`src/rtl/sw_pkg.sv`:
```
// sw_pkg: shared definitions for the switch event conditioner.
//   - FSM state encoding (S_RELEASE, S_IDLE, S_VALID)
//   - 2-bit symbol codes for each switch
//   - default debounce length and counter width
//   - helpers to classify and encode a debounced switch vector
package sw_pkg;

   typedef enum logic [1:0] {
      S_RELEASE = 2'd0,
      S_IDLE    = 2'd1,
      S_VALID   = 2'd2
   } state_t;

   localparam logic [1:0] SYM_SW0 = 2'b00;
   localparam logic [1:0] SYM_SW1 = 2'b01;
   localparam logic [1:0] SYM_SW2 = 2'b10;
   localparam logic [1:0] SYM_SW3 = 2'b11;

   // 10 ms at 50 MHz
   localparam int DEBOUNCE_CYCLES_DEF = 500000;
   localparam int CNT_W_DEF           = 20;

   // Highest-index switch wins. For a one-hot vector this is exactly
   // {v[3]|v[2], v[3]|v[1]}.
   function automatic logic [1:0] sym_encode(input logic [3:0] v);
      logic [1:0] s;
      if (v[3])      s = SYM_SW3;
      else if (v[2]) s = SYM_SW2;
      else if (v[1]) s = SYM_SW1;
      else           s = SYM_SW0;
      return s;
   endfunction

   // More than one bit set.
   function automatic logic is_multi(input logic [3:0] v);
      return (v & (v - 4'd1)) != 4'd0;
   endfunction

endpackage

```
`src/rtl/sw_debounce.sv`:
```
// sw_debounce: two-flop synchroniser, stability counter and debounced
// register for a W-bit switch vector.
// Ports:
//   clk      system clock
//   reset_n  asynchronous active-low reset
//   sw       raw switch levels (asynchronous to clk)
//   db       debounced vector, updated after DEBOUNCE_CYCLES stable cycles
//   db_ok    set once the first vector has been accepted since reset
//   level    OR of db, registered together with db
module sw_debounce #(
   parameter int W               = 4,
   parameter int DEBOUNCE_CYCLES = sw_pkg::DEBOUNCE_CYCLES_DEF,
   parameter int CNT_W           = sw_pkg::CNT_W_DEF
) (
   input  logic         clk,
   input  logic         reset_n,
   input  logic [W-1:0] sw,
   output logic [W-1:0] db,
   output logic         db_ok,
   output logic         level
);

   logic [W-1:0]     sync1;
   logic [W-1:0]     sync2;
   logic [W-1:0]     sync2_q;
   logic [CNT_W-1:0] cnt;
   logic             stable;
   logic             accept;

   assign stable = (sync2 == sync2_q);
   // The stability qualifier keeps a change that lands on the terminal
   // count from being accepted before it has been observed by the counter.
   assign accept = stable && (cnt == CNT_W'(DEBOUNCE_CYCLES - 1));

   always_ff @(posedge clk or negedge reset_n) begin
      if (!reset_n) begin
         sync1   <= '0;
         sync2   <= '0;
         sync2_q <= '0;
         cnt     <= '0;
         db      <= '0;
         db_ok   <= 1'b0;
         level   <= 1'b0;
      end else begin
         sync1   <= sw;
         sync2   <= sync1;
         sync2_q <= sync2;
         if (!stable)
            cnt <= '0;
         else if (cnt != {CNT_W{1'b1}})
            cnt <= cnt + CNT_W'(1);
         if (accept) begin
            db    <= sync2;
            level <= |sync2;
            db_ok <= 1'b1;
         end
      end
   end

endmodule

```
`src/rtl/sw_event_conditioner.sv`:
```
// sw_event_conditioner: turns four raw switches into a stream of one
// validated 2-bit symbol per clean press-and-release, with valid/ready.
// Ports:
//   clk        system clock
//   reset_n    asynchronous active-low reset
//   sw[3:0]    raw switch levels
//   sym_ready  downstream accepts sym this cycle
//   sym_valid  sym holds a pending event
//   sym[1:0]   encoded symbol (SW0=00 .. SW3=11)
//   sw_level   OR of the debounced vector
//   err        one-cycle pulse when a multi-switch vector is accepted
// Build option: SW_PRIORITY_RESOLVE_EN resolves multi-switch vectors by
// highest-index priority into a normal event; err then never asserts.
module sw_event_conditioner
   import sw_pkg::*;
#(
   parameter int DEBOUNCE_CYCLES = DEBOUNCE_CYCLES_DEF,
   parameter int CNT_W           = CNT_W_DEF
) (
   input  logic       clk,
   input  logic       reset_n,
   input  logic [3:0] sw,
   input  logic       sym_ready,
   output logic       sym_valid,
   output logic [1:0] sym,
   output logic       sw_level,
   output logic       err
);

   logic [3:0] db;
   logic       db_ok;
   state_t     state;

   sw_debounce #(
      .W               (4),
      .DEBOUNCE_CYCLES (DEBOUNCE_CYCLES),
      .CNT_W           (CNT_W)
   ) u_debounce (
      .clk     (clk),
      .reset_n (reset_n),
      .sw      (sw),
      .db      (db),
      .db_ok   (db_ok),
      .level   (sw_level)
   );

   always_ff @(posedge clk or negedge reset_n) begin
      if (!reset_n) begin
         state     <= S_RELEASE;
         sym_valid <= 1'b0;
         sym       <= SYM_SW0;
         err       <= 1'b0;
      end else begin
         err <= 1'b0;
         case (state)
            // db reads 0000 straight out of reset, so only an accepted
            // all-released vector arms the FSM; a switch held through
            // reset therefore has to be released first.
            S_RELEASE: begin
               if (db_ok && db == 4'b0000)
                  state <= S_IDLE;
            end
            S_IDLE: begin
               if (db != 4'b0000) begin
`ifdef SW_PRIORITY_RESOLVE_EN
                  sym       <= sym_encode(db);
                  sym_valid <= 1'b1;
                  state     <= S_VALID;
`else
                  if (is_multi(db)) begin
                     err   <= 1'b1;
                     state <= S_RELEASE;
                  end else begin
                     sym       <= sym_encode(db);
                     sym_valid <= 1'b1;
                     state     <= S_VALID;
                  end
`endif
               end
            end
            // Event held until taken; db activity here is ignored.
            S_VALID: begin
               if (sym_ready) begin
                  sym_valid <= 1'b0;
                  state     <= S_RELEASE;
               end
            end
            default: begin
               sym_valid <= 1'b0;
               state     <= S_RELEASE;
            end
         endcase
      end
   end

endmodule

```
`config.mk`:
```
export PLATFORM = sky130hd
export DESIGN_NAME = sw_event_conditioner
export DESIGN_NICKNAME = d
export VERILOG_FILES = /design/src/rtl/sw_pkg.sv /design/src/rtl/sw_debounce.sv /design/src/rtl/sw_event_conditioner.sv
export SDC_FILE = /design/constraint.sdc
export NUM_CORES = 1
export LEC_CHECK = 0
export CAP_MARGIN = 20
export CORE_ASPECT_RATIO = 0.75
export CORE_MARGIN = 2
export CORE_UTILIZATION = 63
export DETAILED_ROUTE_END_ITERATION = 6
export PLACE_DENSITY = 0.91
export SLEW_MARGIN = 0
export SYNTH_ARGS = -nofsm -noshare
export SYNTH_HDL_FRONTEND = slang
export SYNTH_SLANG_ARGS = --single-unit
```
`constraint.sdc`:
```
create_clock -name clk -period 3.15 [get_ports clk]
set_input_delay 0.63 -clock clk [delete_from_list [all_inputs] [get_ports clk]]
set_output_delay 0.63 -clock clk [all_outputs]
set_load 0.01 [all_outputs]
```
==> out/results.tsv, run 1 <==
metric	value	unit
status	complete, no violations	
cp.required	3.37	ns
layoutNonFillerInstCount	251	
insertion_delay	0.29	ns
finalSetupTns	0	ns
dp_hpwl	2950	um
synth_warnings	0	
ctsResizeCount	0	
ioPinCount	12	
ys_seq_area_share	52.8	%
vias	1646	
synthArstFlopShare	100	%
clockRootBuffer	clkbuf_8	
worstHoldPathType	flop to flop	
p_leak	0.000958	uW
dieArea	3790	um^2
drc	0	
synth-seq-cells	44	
avgSynthCellArea	10.6	um^2
drv_cap	0	
cts_setup_buffers	0	
hold_start	u_debounce.sync1[2]$_DFF_PN0_	
ant_nets	0	
hold_buffers	0	
worstSetupEndpointType	flop	
grt_start_max_net_pins	45	
crit_type	flop to flop	
die_h	53.8	um
dr.pass1.iters	5	
hold_violations	0	
first_iter_violations	133	
synthMostInstantiatedCell	dfrtp_1	
start_kind	flop	
fin_util	73.0	%
start_util	64.8	%
place_congestion	0.886	
cts_inserted_buffers	5	
synth_commonest_cells	dfrtp_1, a21oi_1, nand2_1	
cts.clk_slew.worst_paths	0.08	ns
worstMarginPinSlew	0.910	ns
drt_wl_total	4320	um
synthTopCellsByArea	dfrtp_1, a21oi_1, nand2_1	
slew_headroom	39.3	%
syn_inst	196	
slew_violations	0	
dp_slack	1.17	ns
die_w	70.4	um
min_period	2.05	ns
grt_pass1_vias	1545	
num_antenna_cells	0	
setup_ws	1.10	ns
timing.rr.start	u_debounce.cnt[0]$_DFFE_PN0P_	
finalSetupViolCount	0	
cts_buffer_depth	2	
grt-ovfl-total	0	
clock-sinks	44	
wl_per_cell	17.2	um
nets	218	
arrival	2.28	ns
h-tree-depth	2	
synth.distinct_cells	41	
synth_top_cell_by_area	dfrtp_1	
grt_pass1_wl	7010	um
grt_usage	24.3	%
max_freq	487	MHz
worst_clock_skew	0.00425	ns
syn_area	2090	um^2
synth_ff_type	dfrtp_1	
rows	18	
power_density	446	nW/um^2
synth.net_count	204	
layout-drive-gt1-share	9.95	%
critPathLaunch	u_debounce.cnt[0]$_DFFE_PN0P_	
peakVddDrop	0.000421	V
viasPerCell	6.56	
synth-edff-count	0	
rsz0062_at_grt	false	
worst-path-max-fanout	8	
antenna_found_initial	0	
placed_cells	243	
cts_tree	yes	
period_share	65.2	%
numPortBuffers	11	
yosysTopAreaCellShare	52.8	%
fp.coreArea	3220	um^2
area_growth	12.7	%
-- report_power, final --
group	switching, uW	internal (uW)	total (uW)	leakage (uW)
Clock	195	239	434	0.0000548
Combinational	21.2	12.5	33.7	0.000316
Sequential	6.47	573	579	0.000587
Total	223	824	1050	0.000958
-- layout by cell type (no fill, tap or decap), types with 2 or more instances in the layout --
cell / synthesis / layout
and4_1: 3 / 3
nand3_1: 10 / 10
dfrtp_1: 44 / 44
o31ai_1: 5 / 5
nand4_1: 6 / 6
a21o_1: 2 / 2
mux2i_1: 5 / 5
xnor2_1: 4 / 4
nor3_1: 7 / 7
nand2_1: 16 / 16
nand2b_1: 4 / 4
o21ai_0: 9 / 9
nor4b_1: 2 / 2
or4_1: 7 / 7
or3_1: 5 / 5
mux2_2: 5 / 5
inv_1: 7 / 7
clkbuf_8: 0 / 5
a21oi_1: 16 / 16
a2111o_1: 3 / 3
buf_4: 0 / 3
clkdlybuf4s50_1: 0 / 10
o41ai_1: 2 / 2
nor2_1: 6 / 6
and3_1: 2 / 2
a31oi_1: 2 / 2
nor4_1: 2 / 2
-- metal layers --
metal	global-route usage, %	share of wire, %	up-vias
met4	11.2	1.4	0
met2	36.6	47	81
met5	0	0	-
li1	-	-	771
met1	32.8	45	784
met3	7.49	7.2	10
-- state kept, by name, indices dropped and copies added, names as in the netlist, 2 cells and up --
name / cells
sym: 2
u_debounce.cnt: 20
u_debounce.sync2: 4
u_debounce.sync1: 4
u_debounce.db: 4
u_debounce.sync2_q: 4
state: 2
-- final timing paths --
path	end	slack, ns	depth (start not counted)
worst max-delay path	u_debounce.cnt[12]$_DFFE_PN0P_	1.10	5
worst min-delay path	u_debounce.sync2[2]$_DFF_PN0_	0.36	0
worst max register to register	u_debounce.cnt[12]$_DFFE_PN0P_	1.10	5
worst min register to register	u_debounce.sync2[2]$_DFF_PN0_	0.36	0
max in group asynchronous	u_debounce.cnt[11]$_DFFE_PN0P_	2.12	1
min in group asynchronous	u_debounce.cnt[3]$_DFFE_PN0P_	0.46	1
-- critical path: stages (launching register included) --
cell	delay, ns
dfrtp_1	0.41
ha_1	0.24
nand3_1	0.27
or3_1	0.49
or4_1	0.42
a21oi_1	0.15
-- cell type report --
| class | instances | area (um^2) |
|---|---|---|
| Sequential cell | 44 | 1100 |
| Clock inverter | 3 | 46.3 |
| Inverter | 7 | 26.3 |
| Clock buffer | 5 | 68.8 |
| Timing Repair Buffer | 14 | 128 |
| Fill cell | 207 | 871 |
| Tap cell | 40 | 50.0 |
| Multi-Input combinational cell | 138 | 930 |
-- cell families (layout without fill, tap and decap cells) --
| family | after synthesis | count (layout) | synth area share (%) |
|---|---|---|---|
| AND/OR/NAND/NOR | 75 | 75 | 21.8 |
| AO/OA/AOI/OAI | 46 | 46 | 14.5 |
| flip-flops | 44 | 44 | 52.8 |
| buffers and inverters | 14 | 29 | 2.64 |
| multiplexers | 10 | 10 | 5.10 |
| XOR/XNOR | 5 | 5 | 2.10 |
| adder cells (fa/ha/maj) | 2 | 2 | 1.08 |
-- metrics by stage --
stage | hold slack [ns] | total power, uW | instance area (um^2)
floorplan | 0.331 | 602 | 2090
global placement | 0.337 | 623 | 2230
detailed placement | 0.341 | 625 | 2230
CTS | 0.367 | 1060 | 2350
global route | 0.378 | 1090 | 2350
finish | 0.362 | 1050 | 2350
No activity file was read; power rests on OpenSTA's default activity.
==> run 2: changes to the inputs <==
- CORE_UTILIZATION: 63 -> 58
- PLACE_DENSITY: 0.91 -> 0.85
- clock period: 3.15 -> 2 ns (I/O delays scaled with it)
==> run 2 against run 1 <==
Clock skew down 0.0013 ns. Sequential cell count did not move. Worst setup slack got worse by 1.0 ns. Critical endpoint is now u_debounce.cnt[18]$_DFFE_PN0P_.
==> out/results.tsv, run 2 (synthesis results as in run 1) <==
metric	value	unit
power_frac_comb	3.4	%
fillers	247	
min_period	1.93	ns
p_switching	361	uW
place_congestion	0.900	
status	complete, no violations	
clkPwrFrac	41.7	%
worst-r2r-setup-slack	0.07	ns
slew_headroom	63.7	%
ant_nets	0	
layoutNonFillerInstCount	258	
viasPerCell	6.62	
cts_buffer_depth	2	
die_h	55.9	um
multi_input_area	943	um^2
die_w	73.2	um
finalSetupViolCount	0	
final_common_cell	dfrtp_1	
vias	1709	
fin_util	72.0	%
drc	0	
worst-path-max-fanout	5	
peakVddDrop	0.000643	V
nets	225	
crit_end	u_debounce.cnt[18]$_DFFE_PN0P_	
p_leak	0.000992	uW
drv_cap	0	
start_kind	flop	
rows	18	
antenna_found_initial	0	
p_int	1300	uW
num_antenna_cells	0	
grt_usage	25.0	%
worstHoldPathType	input port to asynchronous set/reset pin	
drt_wl_total	4680	um
period_share	96.5	%
numPortBuffers	11	
grt-ovfl-total	0	
largest_reg_flops	20	
clock-sinks	44	
finalSetupTns	0	ns
insertion_delay	0.30	ns
r2r.worst_path.cells	7	
sw_frac_of_total	21.7	%
start_util	62.2	%
worst_clock_skew	0.00295	ns
hold_violations	0	
dp_hpwl	3190	um
worstMarginPinSlew	0.544	ns
area_growth	15.8	%
grt_pass1_wl	7820	um
arrival	2.14	ns
cts.clk_slew.worst_paths	0.08	ns
clockRootBuffer	clkbuf_8	
grt_start_max_net_pins	45	
seqPwrFrac	54.9	%
seq_area	1100	um^2
crit_type	flop to flop	
dieArea	4100	um^2
slew_violations	0	
reg2reg_to	u_debounce.cnt[18]$_DFFE_PN0P_	
regMostFlops	u_debounce.cnt	
max_freq	518	MHz
ioPinCount	12	
first_iter_violations	211	
critPathLaunch	u_debounce.cnt[0]$_DFFE_PN0P_	
cts_inserted_buffers	5	
wl_per_cell	18.1	um
h-tree-depth	2	
timing.rr.start	u_debounce.cnt[0]$_DFFE_PN0P_	
final_cell_mix	dfrtp_1, a21oi_1, nand2_1	
grt_pass1_vias	1684	
fp.coreArea	3360	um^2
power_density	687	nW/um^2
placed_cells	248	
dr.pass1.iters	5	
cts_tree	yes	
worstSetupEndpointType	flop	
layout-drive-gt1-share	14.2	%
cp.required	2.21	ns
[run 2: cell count changes in the layout (fill, tap and decap cells not counted), sizes merged]
cell,previous run,this run
buf,4,11
[run 2: repair_timing]
item	in CTS	in global routing
setup buffers	0	2
gates resized for setup	0	3
hold buffers	0	0
endpoints found under the setup margin	0	12
[run 2: layer usage]
layer	part of all wire, %	global-route usage (%)
met2	48	38.0
met1	44	34.2
met3	6.4	5.98
met5	0	0
met4	1.8	10.6
[run 2: power by group through the flow]
| stage | Clock (uW) | Combinational, uW | Sequential [uW] |
|---|---|---|---|
| 6_report | 692 | 56.3 | 912 |
| 4_1_cts | 699 | 57.6 | 912 |
| 3_3_place_gp | 0 | 54.4 | 928 |
| 3_5_place_dp | 0 | 57.1 | 930 |
| 5_1_grt | 742 | 64.9 | 914 |
| 2_1_floorplan | 0 | 21.0 | 927 |
[run 2: metrics by stage]
stage / cell area (um^2) / hold WS [ns] / setup slack, ns / power (uW)
6_report: 2420 / 0.151 / 0.0706 / 1660
5_1_grt: 2420 / 0.203 / -0.0574 / 1720
4_1_cts: 2390 / 0.177 / 0.0113 / 1670
3_5_place_dp: 2270 / 0.343 / 0.00909 / 987
3_3_place_gp: 2270 / 0.337 / 0.165 / 983
2_1_floorplan: 2090 / 0.104 / 0.167 / 948
[run 2: how the worst min path moves through the flow]
stage	startpoint	to	slack (ns)	cells past startpoint
global route	reset_n	u_debounce.sync2[2]$_DFF_PN0_	0.20	2
floorplan	reset_n	err$_DFF_PN0_	0.10	0
detailed placement	u_debounce.sync1[0]$_DFF_PN0_	u_debounce.sync2[0]$_DFF_PN0_	0.34	0
global placement	u_debounce.sync1[2]$_DFF_PN0_	u_debounce.sync2[2]$_DFF_PN0_	0.34	0
finish	reset_n	u_debounce.cnt[5]$_DFFE_PN0P_	0.15	2
CTS	reset_n	u_debounce.cnt[5]$_DFFE_PN0P_	0.18	2
[run 2: area by class of cell]
cell class / count / area share, %
Clock buffer: 5 / 2.85
Clock inverter: 3 / 1.92
Inverter: 7 / 1.09
Multi-Input combinational cell: 138 / 39.0
Sequential cell: 44 / 45.6
Tap cell: 40 / 2.07
Timing Repair Buffer: 21 / 7.46
[run 2: critical path: stages, from the launching register on]
cell and delay [ns]:
dfrtp_1 0.43, ha_2 0.23, nand3_1 0.19, buf_4 0.22, nor3_1 0.24, buf_4 0.19
a41oi_1 0.11, a211oi_1 0.23
==> run 3: changes to the inputs <==
- CORE_UTILIZATION: 58 -> 50
- GPL_TIMING_DRIVEN: default -> 0
- PLACE_DENSITY: 0.85 -> 0.76
==> run 3 against run 2 <==
First-iteration DRC count fell by 19%. Critical endpoint is now u_debounce.cnt[12]$_DFFE_PN0P_. Die area rose by 15%. Sequential power barely moved. Via count fell by 3.9%. Sequential cell count did not move. Utilization fell by 11 points. Clock skew rose by 0.0036 ns. Global-route usage fell by 5.2 points. Combinational power rose by 6.7%. Design area rose by 1.8%.
==> out/results.tsv, run 3 (synthesis results as in run 1) <==
metric	value	unit
status	complete, no violations	
seq_area	1100	um^2
insertion_delay	0.30	ns
holdWs	0.0730	ns
period_share	95.5	%
die_w	78.6	um
clockRootBuffer	clkbuf_8	
drt_wl_total	4130	um
hold_violations	0	
hold_buffers	0	
dp_hpwl	2830	um
clock-sinks	44	
grt_pass1_wl	7090	um
largest_reg_flops	20	
die_h	59.9	um
peakVddDrop	0.000472	V
placed_cells	263	
setup_ws	0.0899	ns
layout-drive-gt1-share	14.3	%
h-tree-depth	2	
cts_inserted_buffers	5	
cp.required	2.22	ns
grt_start_max_net_pins	25	
finalSetupTns	0	ns
num_antenna_cells	0	
fillers	342	
finalSetupViolCount	0	
start_util	51.8	%
slew_headroom	63.5	%
multi_input_area	975	um^2
crit_type	flop to flop	
drv_cap	0	
final_cell_mix	dfrtp_1, a21oi_1, nand2_1	
nets	224	
place_congestion	0.800	
arrival	2.13	ns
topRoutingLayerUsed	met4	
viasPerCell	6.04	
worst_clock_skew	0.00656	ns
cts_buffer_depth	2	
numPortBuffers	11	
p_leak	0.000988	uW
routed-wl-met3	243	um
worst-path-max-fanout	8	
fp.coreArea	4030	um^2
drt-met1-wl	2050	um
cts.clk_slew.worst_paths	0.09	ns
cts_tree	yes	
wl_per_cell	15.2	um
dr.pass1.iters	5	
vias	1642	
start_kind	flop	
first_iter_violations	171	
slew_violations	0	
ant_nets	0	
dieArea	4710	um^2
worstSetupEndpointType	flop	
antenna_found_initial	0	
area_growth	17.9	%
grt-ovfl-total	0	
met2WireLength	1800	um
drc	0	
worstMarginPinSlew	0.547	ns
final_common_cell	dfrtp_1	
grt_pass1_vias	1468	
grt_usage	19.8	%
layoutNonFillerInstCount	272	
regMostFlops	u_debounce.cnt	
rows	20	
min_period	1.91	ns
dp_slack	-0.147	ns
max_freq	524	MHz
power_density	679	nW/um^2
ioPinCount	12	
worstHoldPathType	input port to asynchronous set/reset pin	
==> run 3: cell count changes in the layout (fill, tap and decap cells not counted), sizes merged <==
| cell | delta |
|---|---|
| buf | -5 |
| clkbuf | +4 |
==> run 3: what timing repair did <==
| action | CTS | global route |
|---|---|---|
| setup endpoints to repair | 18 | 22 |
| pin swaps | 0 | 1 |
| setup buffers | 0 | 1 |
| resized for setup | 3 | 11 |
==> run 3: cell type report <==
cell class,count,area share [%]
Multi-Input combinational cell,138,39.6
Tap cell,55,2.80
Inverter,7,1.07
Timing Repair Buffer,13,5.70
Clock inverter,3,1.88
Buffer,7,1.22
Sequential cell,44,44.9
Clock buffer,5,2.80
==> run 3: final timing paths <==
kind / start / to / slack [ns] / depth (start not counted)
max in group asynchronous: reset_n / u_debounce.cnt[4]$_DFFE_PN0P_ / 1.42 / 2
min in group clk: u_debounce.sync1[0]$_DFF_PN0_ / u_debounce.sync2[0]$_DFF_PN0_ / 0.35 / 0
min reg2reg: u_debounce.sync1[0]$_DFF_PN0_ / u_debounce.sync2[0]$_DFF_PN0_ / 0.35 / 0
min: reset_n / u_debounce.cnt[18]$_DFFE_PN0P_ / 0.07 / 1
max reg2reg: u_debounce.cnt[1]$_DFFE_PN0P_ / u_debounce.cnt[12]$_DFFE_PN0P_ / 0.09 / 6
max: u_debounce.cnt[1]$_DFFE_PN0P_ / u_debounce.cnt[12]$_DFFE_PN0P_ / 0.09 / 6
==> run 3: per-stage QoR <==
step	total power (uW)	utilization [%]	cell area [um^2]
6_report	1670	61.1	2460
5_1_grt	1740	61.1	2460
3_3_place_gp	983	56.2	2260
2_1_floorplan	948	-	2090
3_5_place_dp	990	56.8	2290
4_1_cts	1680	60.1	2420
==> run 3: power by group <==
part	leakage (uW)	internal (uW)	switching [uW]
sequential	0.000582	902	9.51
combinational	0.000352	25.1	35.0
clock	0.0000548	376	321
==> run 3: per-layer routing <==
layer  global-route usage, %  vias to the layer above
met3                    4.38                        6
met2                    27.6                       56
met4                    7.52                        0
met5                       0                        -
li1                        -                      783
met1                    30.1                      797
==> run 3: critical path: stages (launching register included) <==
cell,delay (ns)
dfrtp_1,0.44
ha_4,0.19
nand3_4,0.14
or3_1,0.33
clkbuf_1,0.17
or4_1,0.41
a21oi_1,0.15
